`src/rtl/uart_tx_data_path.sv`:
```
// UART+CRC link transmitter: start, 8 data bits LSB first, even parity, optional CRC-8, stop.
// Define UART_TX_CRC_EN to compile in the crc_en_i port and the CRC field.
module uart_tx_data_path (
  input  logic       clk_i,
  input  logic       rst_i,
  input  logic       trigger_i,
  input  logic [7:0] data_i,
  input  logic       valid_i,
  output logic       ready_o,
`ifdef UART_TX_CRC_EN
  input  logic       crc_en_i,
`endif
  output logic       tx_o,
  output logic       busy_o,
  output logic       done_o
);

  typedef enum logic [2:0] {
    IDLE, ARMED, START, DATA, PARITY,
`ifdef UART_TX_CRC_EN
    CRC,
`endif
    STOP
  } state_t;

  state_t      state, state_nxt;
  logic        tx_nxt, done_nxt;
  logic [4:0]  cnt, cnt_nxt;
  logic [7:0]  sreg;
  logic        par;
  logic        load, shift_dat;

`ifdef UART_TX_CRC_EN
  logic [7:0]  crc_q;
  logic        crc_en_q;
  logic        shift_crc;

  // CRC-8 poly 0x07, init 0, byte fed MSB first, no reflection/xorout
  function automatic logic [7:0] crc8(input logic [7:0] d);
    logic [7:0] c;
    c = '0;
    for (int i = 7; i >= 0; i--) begin
      if (c[7] ^ d[i]) c = {c[6:0], 1'b0} ^ 8'h07;
      else             c = {c[6:0], 1'b0};
    end
    return c;
  endfunction
`endif

  assign ready_o = (state == IDLE);
  assign busy_o  = !ready_o;

  always_ff @(posedge clk_i or posedge rst_i) begin
    if (rst_i) state <= IDLE;
    else       state <= state_nxt;
  end

  always_comb begin
    state_nxt = state;
    tx_nxt    = tx_o;
    cnt_nxt   = cnt;
    done_nxt  = 1'b0;
    load      = 1'b0;
    shift_dat = 1'b0;
`ifdef UART_TX_CRC_EN
    shift_crc = 1'b0;
`endif
    case (state)
      IDLE: begin
        tx_nxt = 1'b1;
        // a tick in the acceptance cycle is deliberately not consumed
        if (valid_i && ready_o) begin
          load      = 1'b1;
          state_nxt = ARMED;
        end
      end
      ARMED: if (trigger_i) begin
        tx_nxt    = 1'b0;
        state_nxt = START;
      end
      START: if (trigger_i) begin
        tx_nxt    = sreg[0];
        shift_dat = 1'b1;
        cnt_nxt   = 5'd0;
        state_nxt = DATA;
      end
      DATA: if (trigger_i) begin
        if (cnt < 5'd7) begin
          cnt_nxt   = cnt + 5'd1;
          tx_nxt    = sreg[0];
          shift_dat = 1'b1;
        end else begin
          cnt_nxt   = 5'd0;
          tx_nxt    = par;
          state_nxt = PARITY;
        end
      end
      PARITY: if (trigger_i) begin
`ifdef UART_TX_CRC_EN
        if (crc_en_q) begin
          tx_nxt    = crc_q[0];
          shift_crc = 1'b1;
          cnt_nxt   = 5'd0;
          state_nxt = CRC;
        end else begin
          tx_nxt    = 1'b1;
          state_nxt = STOP;
        end
`else
        tx_nxt    = 1'b1;
        state_nxt = STOP;
`endif
      end
`ifdef UART_TX_CRC_EN
      CRC: if (trigger_i) begin
        if (cnt < 5'd7) begin
          cnt_nxt   = cnt + 5'd1;
          tx_nxt    = crc_q[0];
          shift_crc = 1'b1;
        end else begin
          cnt_nxt   = 5'd0;
          tx_nxt    = 1'b1;
          state_nxt = STOP;
        end
      end
`endif
      STOP: if (trigger_i) begin
        tx_nxt    = 1'b1;
        done_nxt  = 1'b1;
        state_nxt = IDLE;
      end
      default: begin
        tx_nxt    = 1'b1;
        state_nxt = IDLE;
      end
    endcase
  end

  always_ff @(posedge clk_i or posedge rst_i) begin
    if (rst_i) begin
      tx_o     <= 1'b1;
      done_o   <= 1'b0;
      cnt      <= 5'd0;
      sreg     <= 8'd0;
      par      <= 1'b0;
`ifdef UART_TX_CRC_EN
      crc_q    <= 8'd0;
      crc_en_q <= 1'b0;
`endif
    end else begin
      tx_o   <= tx_nxt;
      done_o <= done_nxt;
      cnt    <= cnt_nxt;
      if (load) begin
        sreg <= data_i;
        par  <= ^data_i;
      end else if (shift_dat) begin
        sreg <= {1'b0, sreg[7:1]};
      end
`ifdef UART_TX_CRC_EN
      if (load) begin
        crc_q    <= crc8(data_i);
        crc_en_q <= crc_en_i;
      end else if (shift_crc) begin
        crc_q <= {1'b0, crc_q[7:1]};
      end
`endif
    end
  end

endmodule
```
`config.mk`:
```
export PLATFORM = sky130hd
export DESIGN_NAME = uart_tx_data_path
export DESIGN_NICKNAME = d
export VERILOG_FILES = /design/src/rtl/uart_tx_data_path.sv
export SDC_FILE = /design/constraint.sdc
export NUM_CORES = 1
export LEC_CHECK = 0
export ABC_AREA = 1
export CAP_MARGIN = 20
export CORE_MARGIN = 1
export CORE_UTILIZATION = 35
export DETAILED_ROUTE_END_ITERATION = 6
export PLACE_DENSITY = 0.62
export SETUP_SLACK_MARGIN = 0.1
export SLEW_MARGIN = 20
export SYNTH_ARGS = -nofsm -noshare
export SYNTH_HDL_FRONTEND = slang
export SYNTH_SLANG_ARGS = --single-unit
```
`constraint.sdc`:
```
create_clock -name clk_i -period 2.95 [get_ports clk_i]
set_input_delay 0.885 -clock clk_i [delete_from_list [all_inputs] [get_ports clk_i]]
set_output_delay 0.885 -clock clk_i [all_outputs]
set_load 0.01 [all_outputs]
```
==> flow_summary.json <==
{
  "status": "complete, no violations",
  "antenna_cells": 0,
  "die-width_um": 61.4,
  "tns_ns": 0,
  "fin_crit_ns": 2.58,
  "peakVddDrop_mv": 0.216,
  "syn_inst": 161,
  "switching_share_pct": 44.5,
  "critPathMaxStageDelay_ns": 0.53,
  "cts.hold.buffers_added": 0,
  "die_height_um": 61.4,
  "insertion_delay_ns": 0.30,
  "ant_nets": 0,
  "synth_area_um2": 1230,
  "initial_core_util_pct": 36.7,
  "wl_met1_um": 1030,
  "cp.arrival_ns": 1.70,
  "hold_viol": 0,
  "ios": 16,
  "crit_path_end_kind": "output pin",
  "synth_warnings": 0,
  "cts_buffer_depth": 2,
  "synth_cell_type_count": 27,
  "maxCapViolCount": 0,
  "grt_pass1_wl_um": 3750,
  "routabilityCongestion": 0.909,
  "routed.top_layer": "met4",
  "cts_root_buffer": "clkbuf_4",
  "combPwrFrac_pct": 51.8,
  "die_area_um2": 3770,
  "drive_above_1_share_pct": 19.1,
  "drt_drc_violations_left": 0,
  "dp_cells": 220,
  "crit_type": "register to output pin",
  "crit_fanout": 6,
  "p_leak_nw": 0.730,
  "viasPerCell": 4.51,
  "grt_pass1_vias": 991,
  "fmax_mhz": 387,
  "clock_skew_ns": 0.00894,
  "dp_hpwl_um": 1730,
  "hold_path_class": "register to register",
  "cts_resized": 0,
  "cp-start-kind": "register",
  "finalSetupViolCount": 0,
  "critPathSlowestCell": "clkdlybuf4s50_1",
  "h-tree-depth": 1,
  "dpl_cell_area_um2": 1410,
  "synth_fp_nets": 174,
  "vias": 1011,
  "rsz0062_at_grt": "false",
  "p_int_mw": 0.628,
  "wl_met2_um": 1040,
  "crit_chain": "nor2_4, nand2_4, inv_8, clkdlybuf4s50_1",
  "post_cts_buffers": 0,
  "clk_pin_slew_ns": 0.12,
  "cts_buffers": 3,
  "netSwitchingPower_mw": 0.503,
  "port-buffer-count": 15,
  "layout.cells.non_filler": 224,
  "slew_viol_final": 0,
  "grt_max_degree": 20,
  "ys_ff_latch": 19,
  "fin_crit_sh_pct": 87.6,
  "syn_area_per_cell_um2": 7.66,
  "first_iter_violations": 30,
  "wl_met3_um": 92,
  "routed_wl_um": 2190,
  "grt_overflow": 0,
  "ys_seq_area_share_pct": 38.6,
  "final_nets": 192,
  "cp_num_buf_inv": 2,
  "track_usage_pct": 13.3,
  "cts.sinks": 19,
  "worst_pin_slew_ns": 0.695,
  "antenna_found_initial": 0,
  "syn2layout_area_growth_pct": 16.2,
  "cp.required_ns": 2.07,
  "power.share.clock_pct": 11.8,
  "pwr-share-seq_pct": 36.4,
  "avgRoutedWirePerCell_um": 9.79,
  "slew_headroom_pct": 53.6,
  "firstDrtPassIters": 4,
  "power.density_nw_per_um2": 789,
  "fin_area_um2": 1430,
  "cts_tree": "done",
  "num_rows": 21,
  "crit_family": "buffers and inverters",
  "core_um2": 3360
}
-- per-stage QoR --
| stage | utilization (%) | total power [mW] | hold WS, ns | setup slack [ns] |
|---|---|---|---|---|
| floorplan | - | 0.899 | 0.437 | 1.26 |
| global route | 42.6 | 1.22 | 0.508 | 0.300 |
| CTS | 42.6 | 1.14 | 0.492 | 0.367 |
| global placement | 41.8 | 0.985 | 0.452 | 0.712 |
| detailed placement | 41.8 | 1.00 | 0.459 | 0.699 |
| finish | 42.6 | 1.13 | 0.482 | 0.367 |
-- routing by layer --
layer  vias to the layer above  track usage, %
met5                         -               0
met4                         0            6.98
met3                         4            1.89
met2                        25            24.1
met1                       449            15.2
li1                        533               -
-- flip-flops by register name, indices dropped and copies added, names as in the netlist --
register / flops
sreg: 8
cnt: 5
state: 3
done_o: 1
par: 1
tx_o: 1
-- synthesized netlist by cell type --
library cell  number  area share [%]
buf_12             1             1.6
buf_8              1             1.2
nand3_1            7             2.8
nor2_8             1             1.6
inv_2              2            0.61
nand2_4            2             1.8
nand2_8            1             1.6
nand2_1           48              15
o21ai_1            8             3.2
a21oi_1            5             2.0
nor2_4             1            0.91
nand2_2            9             4.6
nand4_1            1            0.51
inv_1             26             7.9
inv_8              1            0.91
ha_1               1             1.0
xor2_1             1            0.71
nor4_1             1            0.51
nand3_2            1            0.81
nor2_1             7             2.1
dfrtp_1           18              37
o21ai_0            4             1.6
nor2_2             2             1.0
dfstp_2            1             2.1
nor3_1             1            0.41
xnor2_1            1            0.71
o21ai_2            9             6.4
-- layout make-up --
type / instances / area, µm²
well taps: 46 / 57.6
repair buffers: 15 / 150
clock buffers: 3 / 22.5
clock inverters: 1 / 5.00
multi-input cells: 111 / 606
fillers: 368 / 1930
inverters: 29 / 116
flip-flops and latches: 19 / 477
-- worst paths after layout --
check / start / depth (start not counted) / endpoint / slack [ns]
max: state[1]$_DFFE_PP0P_ / 4 / ready_o / 0.37
min: cnt[3]$_DFFE_PP0P_ / 2 / cnt[3]$_DFFE_PP0P_ / 0.48
max reg2reg: state[1]$_DFFE_PP0P_ / 7 / sreg[3]$_DFFE_PP0P_ / 1.59
min reg2reg: cnt[3]$_DFFE_PP0P_ / 2 / cnt[3]$_DFFE_PP0P_ / 0.48
max in group asynchronous: rst_i / 2 / sreg[6]$_DFFE_PP0P_ / 1.53
min in group asynchronous: rst_i / 2 / sreg[4]$_DFFE_PP0P_ / 0.98
-- placed cells by master (no fill, tap or decap), types with 2 or more instances in the layout --
| cell type | Yosys | final |
|---|---|---|
| nand2_1 | 48 | 48 |
| inv_1 | 26 | 26 |
| dfrtp_1 | 18 | 18 |
| clkdlybuf4s50_1 | 0 | 15 |
| nand2_2 | 9 | 9 |
| o21ai_2 | 9 | 9 |
| o21ai_1 | 8 | 8 |
| nand3_1 | 7 | 7 |
| nor2_1 | 7 | 7 |
| a21oi_1 | 5 | 5 |
| o21ai_0 | 4 | 4 |
| clkbuf_4 | 0 | 3 |
| inv_2 | 2 | 2 |
| nand2_4 | 2 | 2 |
| nor2_2 | 2 | 2 |
-- tightest hold or removal path, stage by stage (launching register included) --
cell and delay (ns):
dfrtp_1 0.36, nand2_1 0.05, inv_1 0.04
-- power by group through the flow --
| stage | Combinational [mW] | Sequential (mW) | Clock (mW) |
|---|---|---|---|
| detailed placement | 0.590 | 0.414 | 0 |
| CTS | 0.590 | 0.411 | 0.138 |
| floorplan | 0.491 | 0.408 | 0 |
| finish | 0.586 | 0.412 | 0.133 |
| global placement | 0.572 | 0.414 | 0 |
| global route | 0.656 | 0.421 | 0.148 |
-- kinds of logic (layout without fill, tap and decap cells) --
| kind of cell | after synthesis | count (layout) | share of synthesized area (%) |
|---|---|---|---|
| AO/OA/AOI/OAI | 26 | 26 | 13.3 |
| XOR/XNOR | 2 | 2 | 1.42 |
| adder cells (fa/ha/maj) | 1 | 1 | 1.01 |
| buffers and inverters | 31 | 48 | 12.3 |
| flip-flops | 19 | 19 | 38.6 |
| AND/OR/NAND/NOR | 82 | 82 | 33.4 |
Note: power is estimated with default switching activity, not from simulation.
